**src/rtl/icache_fill.sv**
```systemverilog
// Instruction-cache fill controller: passes hit data through, issues one LOAD
// at a time for missing blocks, and writes returning blocks into the cache.
module icache_fill #(
  parameter int MSHR_DEPTH = 4
) (
  input  logic        clock,
  input  logic        reset,
  input  logic [63:0] proc2Icache_addr_0,
  input  logic [63:0] proc2Icache_addr_1,
  input  logic [63:0] proc2Icache_addr_2,
  output logic [63:0] Icache_data_0,
  output logic [63:0] Icache_data_1,
  output logic [63:0] Icache_data_2,
  output logic [2:0]  Icache_valid_out,
  output logic [4:0]  cache_rd_idx_0,
  output logic [4:0]  cache_rd_idx_1,
  output logic [4:0]  cache_rd_idx_2,
  output logic [7:0]  cache_rd_tag_0,
  output logic [7:0]  cache_rd_tag_1,
  output logic [7:0]  cache_rd_tag_2,
  input  logic [63:0] cache_rd_data_0,
  input  logic [63:0] cache_rd_data_1,
  input  logic [63:0] cache_rd_data_2,
  input  logic [2:0]  cache_rd_valid,
  output logic        cache_wr_en,
  output logic [4:0]  cache_wr_idx,
  output logic [7:0]  cache_wr_tag,
  output logic [63:0] cache_wr_data,
  output logic [1:0]  proc2Imem_command,
  output logic [63:0] proc2Imem_addr,
  input  logic [3:0]  Imem2proc_response,
  input  logic [63:0] Imem2proc_data,
  input  logic [3:0]  Imem2proc_tag
);

  localparam logic [1:0] CMD_NONE = 2'd0;
  localparam logic [1:0] CMD_LOAD = 2'd1;

  typedef enum logic {S_IDLE, S_REQ} state_e;

  state_e                  state_q, state_d;
  logic [4:0]              req_idx_q, req_idx_d;
  logic [7:0]              req_tag_q, req_tag_d;
  logic [MSHR_DEPTH-1:0]   mshr_vld_q, mshr_vld_d;
  logic [3:0]              mshr_mtag_q [MSHR_DEPTH];
  logic [3:0]              mshr_mtag_d [MSHR_DEPTH];
  logic [4:0]              mshr_idx_q  [MSHR_DEPTH];
  logic [4:0]              mshr_idx_d  [MSHR_DEPTH];
  logic [7:0]              mshr_tag_q  [MSHR_DEPTH];
  logic [7:0]              mshr_tag_d  [MSHR_DEPTH];

  logic [4:0]              lane_idx [3];
  logic [7:0]              lane_tag [3];
  logic [2:0]              pending;
  logic                    cand_found;
  logic [4:0]              cand_idx;
  logic [7:0]              cand_tag;
  logic                    fill_hit;
  logic [4:0]              fill_idx;
  logic [7:0]              fill_tag;
  logic [MSHR_DEPTH-1:0]   rel_oh;
  logic [MSHR_DEPTH-1:0]   alloc_oh;
  logic                    alloc_found;
  logic                    any_free;
  logic                    unused_addr_bits;

  assign unused_addr_bits = ^{proc2Icache_addr_0[63:16], proc2Icache_addr_0[2:0],
                              proc2Icache_addr_1[63:16], proc2Icache_addr_1[2:0],
                              proc2Icache_addr_2[63:16], proc2Icache_addr_2[2:0]};

  always_comb begin
    lane_idx[0] = proc2Icache_addr_0[7:3];
    lane_idx[1] = proc2Icache_addr_1[7:3];
    lane_idx[2] = proc2Icache_addr_2[7:3];
    lane_tag[0] = proc2Icache_addr_0[15:8];
    lane_tag[1] = proc2Icache_addr_1[15:8];
    lane_tag[2] = proc2Icache_addr_2[15:8];
  end

  assign cache_rd_idx_0   = lane_idx[0];
  assign cache_rd_idx_1   = lane_idx[1];
  assign cache_rd_idx_2   = lane_idx[2];
  assign cache_rd_tag_0   = lane_tag[0];
  assign cache_rd_tag_1   = lane_tag[1];
  assign cache_rd_tag_2   = lane_tag[2];
  assign Icache_data_0    = cache_rd_data_0;
  assign Icache_data_1    = cache_rd_data_1;
  assign Icache_data_2    = cache_rd_data_2;
  assign Icache_valid_out = cache_rd_valid;

  // Returning data: find the entry owning this memory tag; tag 0 means no data.
  always_comb begin
    rel_oh   = '0;
    fill_hit = 1'b0;
    fill_idx = '0;
    fill_tag = '0;
    for (int i = 0; i < MSHR_DEPTH; i++) begin
      if (!fill_hit && mshr_vld_q[i] && (Imem2proc_tag != 4'd0) &&
          (mshr_mtag_q[i] == Imem2proc_tag)) begin
        fill_hit  = 1'b1;
        rel_oh[i] = 1'b1;
        fill_idx  = mshr_idx_q[i];
        fill_tag  = mshr_tag_q[i];
      end
    end
  end

  assign cache_wr_en   = fill_hit;
  assign cache_wr_idx  = fill_idx;
  assign cache_wr_tag  = fill_tag;
  assign cache_wr_data = Imem2proc_data;

  // Oldest missing lane whose block is neither outstanding nor arriving now.
  always_comb begin
    pending    = '0;
    cand_found = 1'b0;
    cand_idx   = '0;
    cand_tag   = '0;
    for (int k = 0; k < 3; k++) begin
      if (fill_hit && (fill_idx == lane_idx[k]) && (fill_tag == lane_tag[k]))
        pending[k] = 1'b1;
      for (int i = 0; i < MSHR_DEPTH; i++) begin
        if (mshr_vld_q[i] && (mshr_idx_q[i] == lane_idx[k]) && (mshr_tag_q[i] == lane_tag[k]))
          pending[k] = 1'b1;
      end
      if (!cand_found && !cache_rd_valid[k] && !pending[k]) begin
        cand_found = 1'b1;
        cand_idx   = lane_idx[k];
        cand_tag   = lane_tag[k];
      end
    end
  end

  // Allocation ignores the entry being released so a same-cycle fill cannot clobber it.
  always_comb begin
    alloc_oh    = '0;
    alloc_found = 1'b0;
    for (int i = 0; i < MSHR_DEPTH; i++) begin
      if (!alloc_found && !mshr_vld_q[i]) begin
        alloc_oh[i] = 1'b1;
        alloc_found = 1'b1;
      end
    end
  end

  assign any_free = |(~mshr_vld_q | rel_oh);

  always_comb begin
    state_d           = state_q;
    req_idx_d         = req_idx_q;
    req_tag_d         = req_tag_q;
    mshr_vld_d        = mshr_vld_q & ~rel_oh;
    mshr_mtag_d       = mshr_mtag_q;
    mshr_idx_d        = mshr_idx_q;
    mshr_tag_d        = mshr_tag_q;
    proc2Imem_command = CMD_NONE;
    proc2Imem_addr    = '0;
    case (state_q)
      S_IDLE: begin
        if (cand_found && any_free) begin
          state_d   = S_REQ;
          req_idx_d = cand_idx;
          req_tag_d = cand_tag;
        end
      end
      S_REQ: begin
        proc2Imem_command = CMD_LOAD;
        proc2Imem_addr    = {48'b0, req_tag_q, req_idx_q, 3'b0};
        if (Imem2proc_response != 4'd0) begin
          state_d = S_IDLE;
          for (int i = 0; i < MSHR_DEPTH; i++) begin
            if (alloc_oh[i]) begin
              mshr_vld_d[i]  = 1'b1;
              mshr_mtag_d[i] = Imem2proc_response;
              mshr_idx_d[i]  = req_idx_q;
              mshr_tag_d[i]  = req_tag_q;
            end
          end
        end
      end
      default: state_d = S_IDLE;
    endcase
  end

  always_ff @(posedge clock or negedge reset) begin
    if (!reset) begin
      state_q    <= S_IDLE;
      mshr_vld_q <= '0;
    end else begin
      state_q    <= state_d;
      mshr_vld_q <= mshr_vld_d;
    end
  end

  // Payload registers are qualified by state/valid bits, so they need no reset.
  always_ff @(posedge clock) begin
    req_idx_q   <= req_idx_d;
    req_tag_q   <= req_tag_d;
    mshr_mtag_q <= mshr_mtag_d;
    mshr_idx_q  <= mshr_idx_d;
    mshr_tag_q  <= mshr_tag_d;
  end

endmodule

```
**config.mk**
```make
export PLATFORM = sky130hd
export DESIGN_NAME = icache_fill
export DESIGN_NICKNAME = d
export VERILOG_FILES = /design/src/rtl/icache_fill.sv
export SDC_FILE = /design/constraint.sdc
export NUM_CORES = 1
export LEC_CHECK = 0
export CORE_AREA = 5 5 321 323
export DETAILED_ROUTE_END_ITERATION = 8
export DIE_AREA = 0 0 326 328
export PLACE_DENSITY = 0.43
export SLEW_MARGIN = 15
export SYNTH_ARGS = -nofsm -noshare
export SYNTH_HDL_FRONTEND = slang
export SYNTH_SLANG_ARGS = --single-unit
```
**constraint.sdc**
```tcl
create_clock -name clock -period 4.1 [get_ports clock]
set_input_delay 1.025 -clock clock [delete_from_list [all_inputs] [get_ports clock]]
set_output_delay 1.025 -clock clock [all_outputs]
set_load 0.01 [all_outputs]
```
==> flow_summary.toml <==
[run_status]
status = "complete, no violations"

[global_routing]
grt_pass1_vias = 5690
grt_pass1_wl_um = 57600
use_met3_pct = 4.77
busiest_layer = "met2"
met2_usage_pct = 13.8
grt_overflow = 0
use_met1_pct = 7.65
grt_max_degree = 28
globalRouteTotalUtil_pct = 8.00
antenna_found_initial = 0

[sta]
finalSetupViolCount = 0
rsz0062_at_grt = "no"
slew_violations = 0
slew_headroom_pct = 35.4
min_period_ns = 4.00
tightest_slew_ns = 0.969
hold_viol = 0
finClkSkew_ns = 0.0111
max_freq_ghz = 0.250
worst_slack_ns = 0.104
hold_slack_ns = 0.543
min_period_over_period_pct = 97.5

[setup_path]
worstPathMaxFanout = 14
path_buf_inv = 5
crit_family = "buffers and inverters"
arrival_ns = 2.97
max_stage_delay_ns = 0.41
path_cells = "clkdlybuf4s15_1 > buf_6 > xnor2_2 > nand4_1 > buf_4 > a21oi_4 > nor4_4 > buf_12 > a221o_1 > buf_2"
path_class = "primary input to output pin"
startpoint_type = "primary input"
cp-end-kind = "output pin"
cp_slowest_cell = "a221o_1"
cp_data_required_time_ns = 3.07

[hold_path]
hold_class = "register to register"

[floorplanning]
row_count = 116
die_w_um = 326
dieArea_um2 = 107000
ios = 839
fp.dieH_um = 328
initial_core_util_pct = 8.60
coreArea_um2 = 99600

[route]
wirelength_um = 45800
drt_pass1_iterations = 5
drc = 0
wl_per_cell_um = 22.6
drt-initial-drc-count = 534
antenna_left = 0
vias_per_cell = 2.77
vias = 5593

[finish]
regArea_um2 = 2560
syn_to_final_growth_pct = 10.8
fillerInstances = 11506
drive_gt1_share_pct = 17.0
multi_input_area_um2 = 3250
fin_nets = 1179

[clocking]
tritoncts = "done"
hold_buffers = 0
clkTransAtPathRegs_ns = 0.07
cts.sinks = 86
insertion_delay_ns = 0.36
cts-root-buf = "clkbuf_16"
cts_buffer_depth = 2
h-tree-depth = 3
cts_made_buffers = 9

[yosys]
yosysTopAreaCell = "buf_4"
ys_seq_elements = 86
ys_types = 45
synth_edf_count = 81
synth_area_um2 = 8560
async_flop_share_pct = 5.81
ys_seq_area_share_pct = 29.9
synth_top_area_share_pct = 31.4
synth_area_leaders = "buf_4 31%, edfxtp_1 28%, xnor2_1 15%, nand4_1 2.7%, buf_2 2.1%"
avgSynthCellArea_um2 = 9.57
yosys_warnings = 0
synth_cells = 895
synth_flop_cell = "edfxtp_1"

[pwr]
leakage_nw = 2.72
powerDensity_nw_per_um2 = 402
vdd_drop_max_v = 0.000221

[place]
dp_hpwl_um = 38600
place_ws_ns = -0.629
gp_congestion = 0.863
port_buffers = 121

[flow_run]
drv_cap = 0
-- worst reg2reg max path, stage by stage, from the launching register on --
cell and delay (ns):
dfrtp_1 0.98, o41ai_1 0.22, buf_4 0.21, inv_1 0.05, nand3_1 0.12, nor3_2 0.45
buf_4 0.38
-- routing by layer --
| layer | vias up | part of all wire (%) | wire (um) |
|---|---|---|---|
| met5 | - | 0.14 | 62 |
| met4 | 2 | 4.7 | 2140 |
| met3 | 127 | 15 | 6690 |
| met2 | 506 | 49 | 22300 |
| met1 | 2685 | 32 | 14600 |
| li1 | 2273 | - | - |
-- flip-flops by register name (all words and copies together) (netlist names) --
name	count
req_idx_q	5
req_tag_q	8
mshr_tag_q	32
mshr_mtag_q	16
state_q	1
mshr_idx_q	20
mshr_vld_q	4
-- metrics by stage --
stage	TNS, ns	std cells	utilization [%]	power (W)	area [um^2]
2_1_floorplan	0	946	-	0.00252	8750
3_3_place_gp	-7.74	1996	9.05	0.00307	9010
3_5_place_dp	-7.38	1996	9.05	0.00305	9010
4_1_cts	0	2018	9.40	0.00384	9360
5_1_grt	0	2021	9.53	0.00398	9490
6_report	0	2022	9.53	0.00382	9490
-- area by class of cell --
cell class / instances / share of cell area (%)
Clock buffer: 10 / 2.41
Multi-Input combinational cell: 445 / 34.3
Clock inverter: 6 / 0.488
Sequential cell: 86 / 27.0
Antenna cell: 1 / 0.0264
Timing Repair Buffer: 172 / 18.6
Inverter: 4 / 0.158
Tap cell: 1298 / 17.1
-- path summary, 6_finish.rpt --
path	startpoint	to	slack, ns	cells after the start
max in group asynchronous	reset	mshr_vld_q[0]$_DFF_PN0_	2.98	1
worst max-delay path	Imem2proc_tag[3]	cache_wr_tag[5]	0.10	10
min in group asynchronous	reset	mshr_vld_q[3]$_DFF_PN0_	0.90	1
worst min-delay path	req_idx_q[3]$_DFFE_PP_	mshr_idx_q[18]$_DFFE_PP_	0.54	0
worst min register to register	req_idx_q[3]$_DFFE_PP_	mshr_idx_q[18]$_DFFE_PP_	0.54	0
worst max register to register	state_q$_DFF_PN0_	mshr_tag_q[3]$_DFFE_PP_	1.37	6
-- cells by family after synthesis --
logic type                share of synthesized area [%]
buffers and inverters                              35.6
xor gates and xnor gates                           17.2
and+or+nand+nor                                    10.6
DFF                                                29.9
AOI/OAI and AO/OA                                  6.74
other                                            0.0438
-- layout by cell type (no fill, tap or decap), types with 14 or more instances in the layout --
cell type	n
and2_1	14
buf_4	31
clkdlybuf4s50_1	103
conb_1	52
edfxtp_1	81
nand2_1	28
nand3_1	25
nand4_1	37
nor2_1	15
xnor2_1	145
xor2_1	20
-- cell usage after synthesis (2+ instances only) --
cell and n:
a21o_1 4, a21oi_1 13, a21oi_4 2, a221o_1 13, a31oi_1 7, a31oi_2 6, a41oi_1 3, and2_1 14
buf_2 36, buf_4 358, buf_6 11, clkbuf_1 5, dfrtp_1 5, edfxtp_1 81, inv_1 4, nand2_1 28
nand3_1 27, nand4_1 37, nor2_1 15, nor2_2 4, nor3_1 5, nor3_2 2, nor4_1 9, nor4_2 3
o2111ai_1 13, or3_1 3, or4_4 3, xnor2_1 148, xor2_1 20
-- report_power, final --
group	total (W)	internal (W)	switching [W]
Combinational	0.00144	0.000659	0.000781
Sequential	0.00160	0.00127	0.000334
Clock	0.000775	0.000415	0.000360
-- what timing repair did --
item | in CTS | in global routing
endpoints found under the hold margin | 0 | 0
endpoints found under the setup margin | 14 | 12
buffers inserted | 6 | 2
gates resized for setup | 63 | 25
gates cloned | 1 | 1
pin swaps | 7 | 7
Power figures use the tool's default switching activity.
